===== src/rtl/router_pkg.sv =====
// Shared types and constants for the router output-port reader.
package router_pkg;

  localparam int DATA_W = 8;
  localparam int LEN_W  = 6;
  localparam int ADDR_W = 2;

  typedef enum logic [1:0] {
    IDLE    = 2'd0,
    HDR     = 2'd1,
    PAYLOAD = 2'd2,
    PARITY  = 2'd3
  } rd_state_t;

  // Header byte layout is {len, addr}.
  function automatic logic [LEN_W-1:0] hdr_len(input logic [DATA_W-1:0] h);
    return h[DATA_W-1:ADDR_W];
  endfunction

  function automatic logic [ADDR_W-1:0] hdr_addr(input logic [DATA_W-1:0] h);
    return h[ADDR_W-1:0];
  endfunction

endpackage


===== src/rtl/router_parity_acc.sv =====
// Running XOR of header and payload bytes; load starts a new packet.
module router_parity_acc #(
  parameter int DATA_W = 8
) (
  input  logic              clock,
  input  logic              reset,
  input  logic              clr,
  input  logic              load,
  input  logic              acc_en,
  input  logic [DATA_W-1:0] din,
  output logic [DATA_W-1:0] acc
);

  // Clear wins over load, load wins over accumulate.
  always_ff @(posedge clock) begin
    if (reset || clr)  acc <= '0;
    else if (load)     acc <= din;
    else if (acc_en)   acc <= acc ^ din;
  end

endmodule


===== src/rtl/router_pkt_reader.sv =====
// Output-port reader: drains the port FIFO, parses header/payload/parity,
// streams bytes to the local sink and flags parity errors or soft-reset aborts.
// Optional: define ROUTER_RD_ERR_CNT_EN to add a saturating err_cnt output.
module router_pkt_reader
  import router_pkg::*;
#(
  parameter int DATA_W = router_pkg::DATA_W,
  parameter int LEN_W  = router_pkg::LEN_W,
  parameter int ADDR_W = router_pkg::ADDR_W
) (
  input  logic              clock,
  input  logic              reset,
  input  logic              vld_out,
  input  logic [DATA_W-1:0] data_out,
  input  logic              soft_reset,
  input  logic              sink_ready,
  output logic              read_enb,
  output logic [DATA_W-1:0] pkt_data,
  output logic              pkt_data_vld,
  output logic              pkt_sop,
  output logic              pkt_eop,
  output logic [ADDR_W-1:0] pkt_addr,
  output logic [LEN_W-1:0]  pkt_len,
  output logic              parity_err,
  output logic              pkt_abort,
  output logic              busy
`ifdef ROUTER_RD_ERR_CNT_EN
  ,
  output logic [7:0]        err_cnt
`endif
);

  rd_state_t         state_q, state_d;
  logic              inflight_q;
  logic [LEN_W:0]    req_cnt_q;   // bytes requested this packet, up to len+2
  logic [LEN_W-1:0]  pay_cnt_q;   // payload bytes received
  logic [LEN_W:0]    req_lim;
  logic              arrive, hdr_arr, pay_arr, par_arr, abort;
  logic [DATA_W-1:0] acc;

  assign busy = (state_q != IDLE);

  // Request gating and next-state decode. While the header is arriving its
  // length is taken straight off data_out so the payload can stream back-to-back.
  always_comb begin
    state_d  = state_q;
    hdr_arr  = 1'b0;
    pay_arr  = 1'b0;
    par_arr  = 1'b0;
    abort    = 1'b0;
    arrive   = inflight_q & ~soft_reset;
    req_lim  = (state_q == HDR) ? {1'b0, hdr_len(data_out)} + (LEN_W+1)'(2)
                                : {1'b0, pkt_len} + (LEN_W+1)'(2);
    read_enb = vld_out & sink_ready & ~soft_reset & ~reset;
    case (state_q)
      IDLE:    ;
      HDR:     read_enb = read_enb & inflight_q & (req_cnt_q < req_lim);
      default: read_enb = read_enb & (req_cnt_q < req_lim);
    endcase
    if (soft_reset && state_q != IDLE) begin
      abort   = 1'b1;
      state_d = IDLE;
    end else begin
      case (state_q)
        IDLE:    if (read_enb) state_d = HDR;
        HDR:     if (arrive) begin
                   hdr_arr = 1'b1;
                   state_d = (hdr_len(data_out) != '0) ? PAYLOAD : PARITY;
                 end
        PAYLOAD: if (arrive) begin
                   pay_arr = 1'b1;
                   if (pay_cnt_q + LEN_W'(1) == pkt_len) state_d = PARITY;
                 end
        PARITY:  if (arrive) begin
                   par_arr = 1'b1;
                   state_d = IDLE;
                 end
        default: state_d = IDLE;
      endcase
    end
  end

  // State register.
  always_ff @(posedge clock) begin
    if (reset) state_q <= IDLE;
    else       state_q <= state_d;
  end

  // Datapath: in-flight tracking, counters and registered sink outputs.
  always_ff @(posedge clock) begin
    if (reset) begin
      inflight_q   <= 1'b0;
      req_cnt_q    <= '0;
      pay_cnt_q    <= '0;
      pkt_data     <= '0;
      pkt_data_vld <= 1'b0;
      pkt_sop      <= 1'b0;
      pkt_eop      <= 1'b0;
      pkt_addr     <= '0;
      pkt_len      <= '0;
      parity_err   <= 1'b0;
      pkt_abort    <= 1'b0;
    end else begin
      inflight_q   <= read_enb;
      pkt_data_vld <= hdr_arr | pay_arr;
      pkt_sop      <= hdr_arr;
      pkt_eop      <= par_arr;
      parity_err   <= par_arr & (data_out != acc);
      pkt_abort    <= abort;
      if (hdr_arr | pay_arr) pkt_data <= data_out;
      if (hdr_arr) begin
        pkt_addr <= hdr_addr(data_out);
        pkt_len  <= hdr_len(data_out);
      end
      if (abort || par_arr) req_cnt_q <= '0;
      else if (read_enb)    req_cnt_q <= req_cnt_q + (LEN_W+1)'(1);
      if (abort || par_arr || hdr_arr) pay_cnt_q <= '0;
      else if (pay_arr)                pay_cnt_q <= pay_cnt_q + LEN_W'(1);
    end
  end

  router_parity_acc #(.DATA_W(DATA_W)) u_acc (
    .clock  (clock),
    .reset  (reset),
    .clr    (abort | par_arr),
    .load   (hdr_arr),
    .acc_en (pay_arr),
    .din    (data_out),
    .acc    (acc)
  );

`ifdef ROUTER_RD_ERR_CNT_EN
  // Saturating count of parity errors and aborts.
  always_ff @(posedge clock) begin
    if (reset) err_cnt <= '0;
    else if ((parity_err || pkt_abort) && err_cnt != 8'hFF) err_cnt <= err_cnt + 8'd1;
  end
`endif

endmodule

===== config.mk =====
export PLATFORM = sky130hd
export DESIGN_NAME = router_pkt_reader
export DESIGN_NICKNAME = d
export VERILOG_FILES = /design/src/rtl/router_pkg.sv /design/src/rtl/router_parity_acc.sv /design/src/rtl/router_pkt_reader.sv
export SDC_FILE = /design/constraint.sdc
export NUM_CORES = 1
export LEC_CHECK = 0
export CORE_ASPECT_RATIO = 1.2
export CORE_UTILIZATION = 25
export DETAILED_ROUTE_END_ITERATION = 10
export PLACE_DENSITY_LB_ADDON = 0.2
export SYNTH_ARGS = -nofsm -noshare
export SYNTH_HDL_FRONTEND = slang
export SYNTH_HIERARCHICAL = 1
export SYNTH_SLANG_ARGS = --single-unit

===== constraint.sdc =====
create_clock -name clock -period 3.75 [get_ports clock]
set_input_delay 0.375 -clock clock [delete_from_list [all_inputs] [get_ports clock]]
set_output_delay 0.375 -clock clock [all_outputs]
set_load 0.03 [all_outputs]

# After elaboration in Yosys (flattened, before gate mapping)
# Cells that the tools add are included.
dict set report word_totals {
  register_bits 45
  inputBits 13
  output_inout_bits 23
  word_cells 72
}
dict set report classes {
  addsub 4
  n_lt_le_gt_ge 1
  n_eq_ne 10
  mux 19
  bitwise 13
  n_reduce_logical 12
}
# op n
set op_table {}
lappend op_table {{two-way mux 8 bit} 2}
lappend op_table {{adder 6 x 2 -> 7 bit (second input constant)} 2}
lappend op_table {{two-way mux 2 bit} 5}
lappend op_table {{inequality test 2 bit (second input constant)} 5}
lappend op_table {{two-way mux 1 bit} 9}
lappend op_table {{AND 1 bit} 8}
lappend op_table {{inequality test 8 bit} 1}
lappend op_table {{case mux 2 bit (4 select lines)} 1}
lappend op_table {{bitwise XOR 8 bit} 1}
lappend op_table {{adder 7 x 1 -> 7 bit (second input constant)} 1}
lappend op_table {{less-than comparator 7 bit} 1}
lappend op_table {{two-way mux 7 bit} 1}
lappend op_table {{adder 6 x 1 -> 6 bit (second input constant)} 1}
lappend op_table {{== test 6 bit} 1}
lappend op_table {{nonzero test 6 bit} 1}
lappend op_table {{OR reduction 2 bit} 3}
lappend op_table {{AND reduction 5 bit} 1}
lappend op_table {{== test 2 bit (second input constant)} 2}
lappend op_table {{nonzero test 2 bit} 2}
lappend op_table {{logical OR 1 bit} 3}
lappend op_table {{== test 2 x 1 -> 1 bit (second input constant)} 1}
lappend op_table {{zero test 2 bit} 1}
lappend op_table {{NOT 1 bit} 2}
lappend op_table {{OR 1 bit} 2}
lappend op_table {{other kinds (2)} 2}

# Longest topological paths before layout
dict set report logic_depth {
  word_depth 8
  depth_mapped 16
  mapped_depth_nobuf 14
}

# Modules after synthesis
# The synthesis kept the hierarchy.
# module instances cells_each area_per_inst_um2 seq_area_each_um2
set modules_own_cells {}
lappend modules_own_cells {router_pkt_reader 1 253 2069.5 740.7}
lappend modules_own_cells {router_parity_acc 1 52 417.9 160.2}

# Worst setup path before layout
# No wires, ideal clock.
dict set report synth_timing {
  path_type {register -> output}
  from {register state_q[1]}
  to {output port read_enb}
  arrival_ns 3.362
  t_required_ns 3.375
  slack_ns 0.013
  stages_incl_launch_ff 16
  path_buffers 2
  path_cell_list {dfxtp_1 inv_1 ha_1 buf_1 mux2_2 ha_1 and2_1 nand2_1 xor2_1 mux2_2 ha_1 nand3_1 or2_2 a21oi_1 clkbuf_1 nor2_1}
}
dict set report synth_between {
  elab_chain_len 5
  elab_cells_between_ends 7
  classes_between {order compare: 1; eq/ne: 1; mux: 2; bitwise: 2; reduce/logical: 1}
}
# element line
set synth_lines {}
lappend synth_lines {{start, declared} router_pkt_reader.sv:33} ;# rd_state_t state_q, state_d;
lappend synth_lines {{start signal, assigned} router_pkt_reader.sv:86} ;# else state_q <= state_d;
lappend synth_lines {{== test 2 x 1 -> 1 bit} {router_pkt_reader.sv:52, router_pkt_reader.sv:55}}
lappend synth_lines {{two-way mux 7 bit} router_pkt_reader.sv:52} ;# req_lim = (state_q == HDR) ? {1'b0, hdr_len(data_out)} + (LEN_W+1)'(2)
lappend synth_lines {{less-than comparator 7 bit} {router_pkt_reader.sv:57, router_pkt_reader.sv:58}}
lappend synth_lines {{AND 1 bit (on tied branches)} {router_pkt_reader.sv:58, router_pkt_reader.sv:57}}
lappend synth_lines {{case mux 1 bit (2 select lines) *} router_pkt_reader.sv:55} ;# case (state_q)
lappend synth_lines {{end, declared} router_pkt_reader.sv:17} ;# output logic read_enb,
# Mark *: on every way between the ends. The rest lies on a longest branch, timed or not.

# Worst setup path after layout
# Same ends and word-level chain as after synthesis.

==> impl_metrics.json <==
{
  "status": "complete, no violations",
  "power_leakage_nw": 1.15,
  "num_io_pins": 36,
  "track_usage_pct": 13.3,
  "htreeDepth": 2,
  "drtPass1Iterations": 4,
  "vias": 2243,
  "num-nets-final": 373,
  "synth.top_cell.area_share_pct": 36.2,
  "numCtsBuffers": 5,
  "min_path_type": "reg2reg",
  "clk_root_buffer_cell": "sky130_fd_sc_hd__clkbuf_16",
  "fp.dieW_microns": 93.1,
  "fin_hold_ws_ns": 0.459,
  "timing.hold.worst_path_depth": 2,
  "finalPower_w": 0.00122,
  "place_hpwl_microns": 4910,
  "clk_path_buf_depth": 2,
  "setup-violations-final": 0,
  "detail_route.vias_per_cell": 4.76,
  "final_max_slew_viol_count": 0,
  "rsz0062_at_grt": "no",
  "postCtsHoldBufs": 0,
  "final_cells": 471,
  "ys_types": 51,
  "timing.fmax_mhz": 286,
  "placed_area_sq_mm": 0.00303,
  "number_of_placement_rows": 39,
  "stdcell_area_sq_mm": 0.00318,
  "min-delay-start": "pkt_addr[1]",
  "synth-async-reset-ratio_pct": 0,
  "synthCells": 305,
  "synth.area.top_cells": "sky130_fd_sc_hd__dfxtp_1 36%, sky130_fd_sc_hd__a21oi_1 7.6%, sky130_fd_sc_hd__nand2_1 7.1%, sky130_fd_sc_hd__ha_1 6.5%, sky130_fd_sc_hd__xor2_1 5.6%",
  "worst_ep_arrival_time_ns": 3.12,
  "initial_utilization_pct": 25.9,
  "worst-endpoint-required_ns": 3.38,
  "met1_routed_length_microns": 3310,
  "detail-route-antenna-nets": 0,
  "finalHoldViolations": 0,
  "cts.sink_count": 45,
  "area.growth.synth_to_final_pct": 27.8,
  "coreArea_sq_mm": 0.00961,
  "holdPathEnd": "pkt_addr[1]",
  "cellPowerDensity_mw_per_mm2": 385,
  "utilization_pct": 33.1,
  "critPathCaptureType": "output pin",
  "clock_skew_ns": 0.00526,
  "met2RoutedLength_microns": 3090,
  "yosys.cell_count.top_type": "sky130_fd_sc_hd__nand2_1",
  "r2r.worst_path.cells": 14,
  "cp-start-kind": "flip-flop",
  "route.met3.wl_microns": 142,
  "fraction_of_layout_instances_using_a_drive_strength_above_1_pct": 10.6,
  "aggregate_routed_wire_length_microns": 6610,
  "postCtsSetupRepairBufs": 0,
  "via_count_of_the_first_global_routing_pass": 2158,
  "synth_edf_count": 0,
  "max-slew-margin-rel_pct": 59.0,
  "initial_antenna_violation_count": 0,
  "synth_area_leader": "sky130_fd_sc_hd__dfxtp_1",
  "synth_fp_nets": 331,
  "fp.dieArea_sq_mm": 0.0104,
  "antenna_cells_inserted": 0,
  "placement.io_buffers": 35,
  "ys_ff_latch": 45,
  "power.ir.vdd_worst_mv": 0.165,
  "clock_transition_at_the_registers_of_the_reported_paths_ns": 0.07,
  "reg2reg_to": "req_cnt_q[6]",
  "setup.worst_path.class": "reg2out",
  "timing_worst_slew_pin_value_ns": 0.611,
  "worstReg2RegStart": "state_q[1]",
  "period_share_pct": 93.3,
  "cap_violations": 0,
  "clk-insertion-delay-late_ns": 0.29,
  "post-place-cells": 463,
  "gp_routability_congestion": 0.797,
  "postSynth.topFlopCell": "sky130_fd_sc_hd__dfxtp_1",
  "grt_first_pass_wirelength_microns": 10900,
  "drc": 0,
  "synth.avg_cell_area_sq_um": 8.16,
  "tritoncts": "built",
  "timing.critical_path.fanout_max": 4,
  "ys_seq_area_share_pct": 36.2,
  "syn-cell-area_sq_mm": 0.00249,
  "drt-wirelength-per-cell_microns": 14.0,
  "dr.max_layer_used": "met4",
  "grt_max_degree": 25,
  "yosysWarningCount": 6,
  "globalRoute.totalOverflow": 0,
  "period_needed_ns": 3.50,
  "synth_common_cells": "47 x sky130_fd_sc_hd__nand2_1, 45 x sky130_fd_sc_hd__dfxtp_1, 38 x sky130_fd_sc_hd__a21oi_1",
  "floorplan.die.height_microns": 111,
  "r2r_slack_ns": 0.52,
  "number_of_violations_reported_at_the_end_of_detailed_routing_iteration_0": 120
}
cells in the final DEF (no fill, tap or decap), types with 2 or more instances in the layout:
cell type,instances
sky130_fd_sc_hd__nand2_1,47
sky130_fd_sc_hd__dfxtp_1,45
sky130_fd_sc_hd__a21oi_1,38
sky130_fd_sc_hd__clkdlybuf4s50_1,34
sky130_fd_sc_hd__nand3_1,19
sky130_fd_sc_hd__xor2_1,16
sky130_fd_sc_hd__buf_4,13
sky130_fd_sc_hd__o21ai_0,12
sky130_fd_sc_hd__ha_1,12
sky130_fd_sc_hd__nor2b_1,10
sky130_fd_sc_hd__nor2_1,9
sky130_fd_sc_hd__inv_1,8
sky130_fd_sc_hd__nand3b_1,8
sky130_fd_sc_hd__o31ai_1,6
sky130_fd_sc_hd__xnor2_1,5
sky130_fd_sc_hd__or4_1,5
sky130_fd_sc_hd__clkbuf_16,5
sky130_fd_sc_hd__mux2_2,4
sky130_fd_sc_hd__or3_1,4
sky130_fd_sc_hd__o21ai_1,4
sky130_fd_sc_hd__and3_1,3
sky130_fd_sc_hd__mux2i_1,2
sky130_fd_sc_hd__or2_2,2
sky130_fd_sc_hd__o221ai_1,2
sky130_fd_sc_hd__nor4_1,2
sky130_fd_sc_hd__nor3_1,2
sky130_fd_sc_hd__inv_6,2
sky130_fd_sc_hd__and2b_1,2
sky130_fd_sc_hd__a21oi_2,2
worst max path at each step:
stage / start / endpoint / slack (ns) / cells after the start
6_report: state_q[1] / read_enb / 0.25 / 14
2_1_floorplan: state_q[1] / read_enb / 0.01 / 15
5_1_grt: state_q[1] / read_enb / 0.08 / 14
3_3_place_gp: data_out[3] / read_enb / 0.03 / 13
3_5_place_dp: data_out[3] / read_enb / -0.002 / 13
4_1_cts: state_q[1] / read_enb / 0.03 / 14
layer usage:
metal,global-route usage [%],up-vias
met3,2.13,5
met4,3.69,0
met2,21.2,28
met5,0,-
li1,-,1160
met1,18.5,1050
sequential cells by signal (all words and copies together), names as in the netlist:
| signal | flops |
|---|---|
| pay_cnt_q | 6 |
| pkt_abort | 1 |
| pkt_data_vld | 1 |
| req_cnt_q | 7 |
| u_acc/acc | 8 |
| pkt_addr | 2 |
| state_q | 2 |
| pkt_eop | 1 |
| pkt_data | 8 |
| inflight_q | 1 |
| parity_err | 1 |
| pkt_sop | 1 |
| pkt_len | 6 |
per-stage QoR:
stage	TNS, ns	setup WS (ns)
final	0	0.251
after global routing	0	0.0752
after CTS	0	0.0333
after detailed placement	-0.00197	-0.00197
after global placement	0	0.0298
after floorplan	0	0.0127
critical path: stages, from the launching register on:
cell,delay (ns)
sky130_fd_sc_hd__dfxtp_1,0.31
sky130_fd_sc_hd__inv_1,0.07
sky130_fd_sc_hd__ha_2,0.23
sky130_fd_sc_hd__mux2_2,0.36
sky130_fd_sc_hd__ha_1,0.21
sky130_fd_sc_hd__and2_1,0.15
sky130_fd_sc_hd__nand2_1,0.07
sky130_fd_sc_hd__xor2_1,0.06
sky130_fd_sc_hd__mux2_2,0.28
sky130_fd_sc_hd__ha_1,0.30
sky130_fd_sc_hd__nand3_1,0.08
sky130_fd_sc_hd__or2_2,0.28
sky130_fd_sc_hd__a21oi_1,0.16
sky130_fd_sc_hd__nor2_1,0.08
sky130_fd_sc_hd__clkbuf_2,0.19
power by group:
group | leakage [nW] | total (W) | internal [W] | switching, W
logic | 0.717 | 0.000274 | 0.000120 | 0.000154
registers | 0.363 | 0.000494 | 0.000487 | 0.00000724
clock network | 0.0708 | 0.000456 | 0.000252 | 0.000204
final cells by class:
cell class	count	area, sq um
Tap cell	123	154
Clock buffer	5	125
Multi-Input combinational cell	238	1500
Sequential cell	45	901
Clock inverter	3	25.0
Inverter	9	33.8
Fill cell	1034	6430
Timing Repair Buffer	48	443
timing repair:
| action | in CTS | in global routing |
|---|---|---|
| setup endpoints to repair | 1 | 1 |
| gates cloned | 0 | 0 |
| resized for setup | 1 | 3 |
cell families after synthesis:
family,after synthesis,share of synthesized area (%)
and+or+nand+nor,123,25.9
AOI/OAI and AO/OA,75,17.7
DFF,45,36.2
muxes,6,2.62
buffers and inverters,22,3.72
xor gates and xnor gates,21,7.39
adders and majority gates,13,6.54
Power figures use the tool's default switching activity.
